File: src/rtl/sid_reg_read_pkg.sv
// Shared constants and types for the SID register read-back path.
package sid_reg_read_pkg;

  localparam int unsigned ADDR_W      = 5;
  localparam int unsigned DATA_W      = 8;
  localparam int unsigned DECAY_W     = 16;
  localparam int unsigned POT_PHASE_W = 9;
  localparam int unsigned POT_HALF    = 256;

  typedef logic [ADDR_W-1:0]      addr_t;
  typedef logic [DATA_W-1:0]      data_t;
  typedef logic [DECAY_W-1:0]     decay_t;
  typedef logic [POT_PHASE_W-1:0] potPhase_t;

  localparam addr_t REG_POTX = 5'h19;
  localparam addr_t REG_POTY = 5'h1A;
  localparam addr_t REG_OSC3 = 5'h1B;
  localparam addr_t REG_ENV3 = 5'h1C;

  // Discharge half of the pot cycle is the lower half of the phase range.
  function automatic logic isDischarge(input potPhase_t phase);
    return phase < POT_PHASE_W'(POT_HALF);
  endfunction

endpackage

File: src/rtl/sid_reg_read_if.sv
// CPU register bus shared with the SID write decoders, plus read-back response.
interface sid_reg_read_if;
  import sid_reg_read_pkg::*;

  logic  iWE;
  logic  iRE;
  addr_t iAddr;
  data_t iData;
  data_t oData;
  logic  oValid;

  modport master (output iWE, iRE, iAddr, iData, input oData, oValid);
  modport slave  (input iWE, iRE, iAddr, iData, output oData, oValid);

endinterface

File: src/rtl/sid_pot_adc.sv
// One paddle channel: counts clkEn ticks until the comparator trips during
// the charge half of the pot cycle, and publishes the count at the wrap.
module sid_pot_adc
  import sid_reg_read_pkg::*;
(
  input  logic      clk,
  input  logic      iRst,
  input  logic      clkEn,
  input  potPhase_t iPhase,
  input  logic      iComp,
  output data_t     oResult
);

  data_t count;
  data_t countNxt;
  logic  crossed;
  logic  crossedNxt;
  data_t resultNxt;

  // Count/freeze on each tick; result sees this tick's sample at phase 511.
  always_comb begin
    countNxt   = count;
    crossedNxt = crossed;
    resultNxt  = oResult;
    if (clkEn) begin
      if (isDischarge(iPhase)) begin
        countNxt   = '0;
        crossedNxt = 1'b0;
      end else if (!crossed) begin
        if (iComp) begin
          crossedNxt = 1'b1;
        end else if (count != '1) begin
          countNxt = count + DATA_W'(1);
        end
      end
      if (iPhase == '1) begin
        resultNxt = crossedNxt ? countNxt : '1;
      end
    end
  end

  always_ff @(posedge clk) begin
    if (iRst) begin
      count   <= '0;
      crossed <= 1'b0;
      oResult <= '0;
    end else begin
      count   <= countNxt;
      crossed <= crossedNxt;
      oResult <= resultNxt;
    end
  end

endmodule

File: src/rtl/sid_reg_read.sv
// SID read-back: POTX/POTY/OSC3/ENV3 registers, decaying data-bus latch for
// write-only addresses, and the shared pot phase/discharge control.
module sid_reg_read
  import sid_reg_read_pkg::*;
#(
  parameter int unsigned BASE_ADDR   = 0,
  parameter int unsigned DECAY_TICKS = 2000
) (
  input  logic  clk,
  input  logic  iRst,
  input  logic  clkEn,
  input  data_t iOsc3,
  input  data_t iEnv3,
  input  logic  iPotX,
  input  logic  iPotY,
  output logic  oPotDischarge,
  sid_reg_read_if.slave bus
);

  addr_t     offset;
  logic      rdEn;
  logic      isRoReg;
  data_t     rdVal;
  data_t     busLatch;
  data_t     busLatchNxt;
  decay_t    decayCnt;
  decay_t    decayCntNxt;
  potPhase_t phase;
  potPhase_t phaseNxt;
  data_t     potXResult;
  data_t     potYResult;

  sid_pot_adc uPotX (
    .clk     (clk),
    .iRst    (iRst),
    .clkEn   (clkEn),
    .iPhase  (phase),
    .iComp   (iPotX),
    .oResult (potXResult)
  );

  sid_pot_adc uPotY (
    .clk     (clk),
    .iRst    (iRst),
    .clkEn   (clkEn),
    .iPhase  (phase),
    .iComp   (iPotY),
    .oResult (potYResult)
  );

  // Read decode; a write in the same cycle suppresses the read.
  always_comb begin
    offset  = bus.iAddr - ADDR_W'(BASE_ADDR);
    rdEn    = bus.iRE & ~bus.iWE;
    isRoReg = 1'b1;
    rdVal   = busLatch;
    case (offset)
      REG_POTX: rdVal = potXResult;
      REG_POTY: rdVal = potYResult;
      REG_OSC3: rdVal = iOsc3;
      REG_ENV3: rdVal = iEnv3;
      default:  isRoReg = 1'b0;
    endcase
  end

  // Bus latch: any load wins over a decay tick in the same cycle.
  always_comb begin
    busLatchNxt = busLatch;
    decayCntNxt = decayCnt;
    if (bus.iWE) begin
      busLatchNxt = bus.iData;
      decayCntNxt = DECAY_W'(DECAY_TICKS);
    end else if (rdEn && isRoReg) begin
      busLatchNxt = rdVal;
      decayCntNxt = DECAY_W'(DECAY_TICKS);
    end else if (clkEn && decayCnt != '0) begin
      decayCntNxt = decayCnt - DECAY_W'(1);
      if (decayCnt == DECAY_W'(1)) begin
        busLatchNxt = '0;
      end
    end
  end

  always_comb begin
    phaseNxt = phase;
    if (clkEn) begin
      phaseNxt = phase + POT_PHASE_W'(1);
    end
  end

  always_ff @(posedge clk) begin
    if (iRst) begin
      bus.oData     <= '0;
      bus.oValid    <= 1'b0;
      busLatch      <= '0;
      decayCnt      <= '0;
      phase         <= '0;
      oPotDischarge <= 1'b1;
    end else begin
      bus.oValid    <= rdEn;
      if (rdEn) begin
        bus.oData <= rdVal;
      end
      busLatch      <= busLatchNxt;
      decayCnt      <= decayCntNxt;
      phase         <= phaseNxt;
      oPotDischarge <= isDischarge(phaseNxt);
    end
  end

endmodule

File: src/flat_wrapper.sv
// flat-port wrapper written by rule: the top's interface ports become plain ports
module sid_reg_read_flat import sid_reg_read_pkg::*;
#(
  parameter int unsigned BASE_ADDR   = 0,
  parameter int unsigned DECAY_TICKS = 2000
)
  (clk, iRst, clkEn, iOsc3, iEnv3, iPotX, iPotY, oPotDischarge, bus_iWE, bus_iRE, bus_iAddr, bus_iData, bus_oData, bus_oValid);
  sid_reg_read_if bus_i ();
  input  logic clk;
  input  logic iRst;
  input  logic clkEn;
  input  data_t iOsc3;
  input  data_t iEnv3;
  input  logic iPotX;
  input  logic iPotY;
  output logic oPotDischarge;
  input wire logic [$bits(bus_i.iWE)-1:0] bus_iWE;
  input wire logic [$bits(bus_i.iRE)-1:0] bus_iRE;
  input wire logic [$bits(bus_i.iAddr)-1:0] bus_iAddr;
  input wire logic [$bits(bus_i.iData)-1:0] bus_iData;
  output wire logic [$bits(bus_i.oData)-1:0] bus_oData;
  output wire logic [$bits(bus_i.oValid)-1:0] bus_oValid;
  assign bus_i.iWE = bus_iWE;
  assign bus_i.iRE = bus_iRE;
  assign bus_i.iAddr = bus_iAddr;
  assign bus_i.iData = bus_iData;
  assign bus_oData = bus_i.oData;
  assign bus_oValid = bus_i.oValid;
  sid_reg_read #(.BASE_ADDR(BASE_ADDR), .DECAY_TICKS(DECAY_TICKS)) u_core (.clk(clk), .iRst(iRst), .clkEn(clkEn), .iOsc3(iOsc3), .iEnv3(iEnv3), .iPotX(iPotX), .iPotY(iPotY), .oPotDischarge(oPotDischarge), .bus(bus_i));
endmodule
File: config.mk
export PLATFORM = sky130hd
export DESIGN_NAME = sid_reg_read_flat
export DESIGN_NICKNAME = d
export VERILOG_FILES = /design/src/rtl/sid_reg_read_pkg.sv /design/src/rtl/sid_reg_read_if.sv /design/src/rtl/sid_pot_adc.sv /design/src/rtl/sid_reg_read.sv /design/src/flat_wrapper.sv
export SDC_FILE = /design/constraint.sdc
export NUM_CORES = 1
export LEC_CHECK = 0
export BUFFER_PORTS_ARGS = -buffer_cell sky130_fd_sc_hd__buf_2
export CAP_MARGIN = 30
export CORE_ASPECT_RATIO = 0.75
export CORE_MARGIN = 5
export CORE_UTILIZATION = 52
export CTS_CLUSTER_SIZE = 25
export DETAILED_ROUTE_END_ITERATION = 8
export PLACE_DENSITY_LB_ADDON = 0.1
export SLEW_MARGIN = 15
export SYNTH_ARGS = -nofsm -noshare
export SYNTH_HDL_FRONTEND = slang
export SYNTH_SLANG_ARGS = --single-unit
File: constraint.sdc
create_clock -name clk -period 2.1 [get_ports clk]
set_input_delay 0.42 -clock clk [delete_from_list [all_inputs] [get_ports clk]]
set_output_delay 0.42 -clock clk [all_outputs]
set_load 0.05 [all_outputs]
==> results.md <==
* Antenna cells at 0
* Hold-fix buffers, CTS at 0
* Static leakage at 1.66 nW
* Proportion of layout cells with a drive suffix above 1 at about a fifth
* Total Negative Setup Slacks at 0 ns
* Fraction of synthesized cell area in xor and xnor cells at under 10%
* Vias after detailed routing at between 3,000 and 4,000
* Max-slew headroom at about 61%
* HPWL Detailed at ~6300 um
* Crit. End Element: flop
* Proportion of synthesized flip-flops having asynchronous set or reset at 0%
* Max-slew violation count at 0
* Number of synthesized register bits at 77
* Post-synth top flop: dfxtp_1
* Main combinational cell family by area after synthesis: simple AND/OR/NAND/NOR gates
* Net count, final at ~550
* Post-layout min period at 2.04 ns
* Number of hold-slack violations in the final timing report at 0
* Core box area at 7230 um2
* Layout Utilization at approximately three fifths
* Cell count after synthesis at between 400 and 500
* Cell types with the largest area share after synthesis: dfxtp_1 41%, nor2_1 7.4%, xnor2_1 3.9%
* Worst setup SP type: flop
* Fraction of post-synthesis cell area in the top cell type by area at between 40% and 50%
* Horizontal die dimension at 109 um
* Post-CTS Setup Bufs at 0
* Inserted Clock Buffers at 9
* Post-route DRC at 0
* Site Rows at 27
* Largest net degree at the start of global routing at 36
* Final GP Congestion at ~0.87
* Status: finished clean
* Post-synth cell types at 55
* Fraction of synthesized area in multiplexers at ~1.6%
* IO Count at 46
* Synthesized-area fraction occupied by adder cells at 2.30%
* Worst voltage drop across the vdd grid at roughly 380 uV
* Gates resized, CTS repair at 0
* Yosys warning count at 0
* CTS tree: built
* Number of buffers added on ports at 45
* Maximum net fanout on the critical path at 5
* CTS Sinks at 77
* Global-route wire length before repair at between 10,000 and 15,000 um
* Total Routed Length at around 8500 um
* Antenna violation net count after detailed routing at 0
* Max-cap viol count at 0
* Leading cell type by number of instances after synthesis: dfxtp_1
* Critical path arrival at 2.26 ns
* Number of nets in the synthesized netlist at around 500
* Number of synthesized flops with an enable pin at 0
* Pin slew with the least headroom to its limit at 0.575 ns
* Pre-antenna DRT Iters at 4
* Number of design-rule violations left by the first detailed-router iteration at between 150 and 200
* Area Overhead vs Synth at 16.5%
* Setup-violating endpoint count in the final report at 0
* Hold WC Path Type: input pin to flop
* Post-synthesis simple-gate area fraction at between 20% and 30%
* GR Overflow Total at 0
* Achievable clock frequency at 491 MHz
* Per-cell routed wire length at 13.9 um
* Pwr dens at roughly 700 nW/um2
* Area of the die at 9130 um2
* Required time of the critical path at approximately 2.3 ns
* Synthesized-area fraction occupied by ao, oa, aoi and oai cells at between 15 and 20%
* Setup repair after global routing missed its margin: false
* Final cycle utilization of the critical path at between 90 and 100%
* Average vias per placed instance at around 5.6
* Register area share after synthesis at about 41%
* Most numerous cell types in the synthesized netlist: 77 x dfxtp_1, 75 x nor2_1, 38 x nand2_1
* Worst-path clk slew at 0.08 ns
* Vias in the first global route at between 3,000 and 4,000
* All-layer global routing usage at around 20%
* Vert. Die Dim at around 84 um
* CTS root buffer: clkbuf_8
* Clock insertion delay at the later pin of the skew report at ~0.34 ns
* Max H-tree Level at 3
* Fill count at 676
* Area of the mapped netlist at between 3000 and 4000 um2
* Initial antenna violation count at 0
* Mean area per synthesized cell at about 8.3 um2
* Initial cell density of the core at between 50% and 60%
* Clock skew at 0.0122 ns
* CTS Buffer Depth at 2
* Dominant cell type by area after synthesis: dfxtp_1
* Type of the worst setup path: flop to flop
where the power goes:
group          internal, W  switching (W)  total, W
clock network     0.000689       0.000514   0.00120
registers          0.00150      0.0000337   0.00153
logic             0.000165       0.000208  0.000373
path summary, 6_finish.rpt:
| path | start | endpoint | slack, ns | cells after the start |
|---|---|---|---|---|
| worst max register to register | u_core.decayCnt[2] | u_core.decayCnt[10] | 0.06 | 5 |
| worst min-delay path | bus_iData[7] | u_core.busLatch[7] | 0.33 | 3 |
| worst min register to register | u_core.bus.oData[2] | u_core.bus.oData[2] | 0.48 | 2 |
| worst max-delay path | u_core.decayCnt[2] | u_core.decayCnt[10] | 0.06 | 5 |
placed cells by master, fill, tap and decap left out, drive strengths merged, types with 8 or more instances in the layout:
cell and count:
dfxtp 77, nor2 75, buf 67, nand2 38, a21oi 28, nor3 26, nand3 18, xnor2 17
a31oi 14, nand3b 13, nand4 12, clkbuf 10, a211oi 9, inv 8, o21ai 8
critical path, cell delays in order, from the launching register on:
cell and delay (ns):
dfxtp_2 0.34, or4_4 0.54, or4_4 0.45, a2111oi_4 0.34, xnor2_1 0.16, a21oi_1 0.09
kinds of logic after synthesis:
kind of cell / Yosys count
AND/OR/NAND/NOR: 217
AO/OA/AOI/OAI: 92
flip-flops: 77
buffers and inverters: 35
XOR/XNOR: 24
adder cells (fa/ha/maj): 7
multiplexers: 6
registers in the layout, indices dropped and copies added (netlist names):
| register | count |
|---|---|
| u_core.uPotY.count | 8 |
| u_core.uPotY.crossed | 1 |
| u_core.decayCnt | 16 |
| u_core.uPotX.crossed | 1 |
| u_core.phase | 9 |
| u_core.uPotY.oResult | 8 |
| u_core.bus.oData | 8 |
| u_core.uPotX.count | 8 |
| u_core.uPotX.oResult | 8 |
| u_core.bus.oValid | 1 |
| u_core.oPotDischarge | 1 |
| u_core.busLatch | 8 |
layer usage:
| metal | up-vias | global-route usage [%] | routed length (um) |
|---|---|---|---|
| met4 | 0 | 5.50 | 85 |
| met5 | - | 0 | 0 |
| met3 | 8 | 4.72 | 507 |
| li1 | 1753 | - | - |
| met1 | 1618 | 28.3 | 4150 |
| met2 | 85 | 29.3 | 3790 |
per-stage QoR:
step           worst slack (ns)  instances  total power (W)  hold slack [ns]  cell area (um2)
4_1_cts                  0.0395        614          0.00314            0.312             4420
3_3_place_gp             0.0861        599          0.00193            0.465             4210
3_5_place_dp             0.0507        599          0.00194            0.471             4210
5_1_grt                 0.00421        614          0.00327            0.324             4430
6_report                 0.0622        614          0.00311            0.330             4430
2_1_floorplan            0.0951        458          0.00181            0.451             3800
area by class of cell:
type                    count  area, um2  area share (%)
well taps                 101        126            2.85
clock buffers              10        138            3.11
multi-input cells         346       2110            47.7
clock inverters             5       75.1            1.70
inverters                   8       30.0           0.678
flip-flops and latches     77       1540            34.8
repair buffers             67        403            9.10
(Power assumes the default switching activity.)
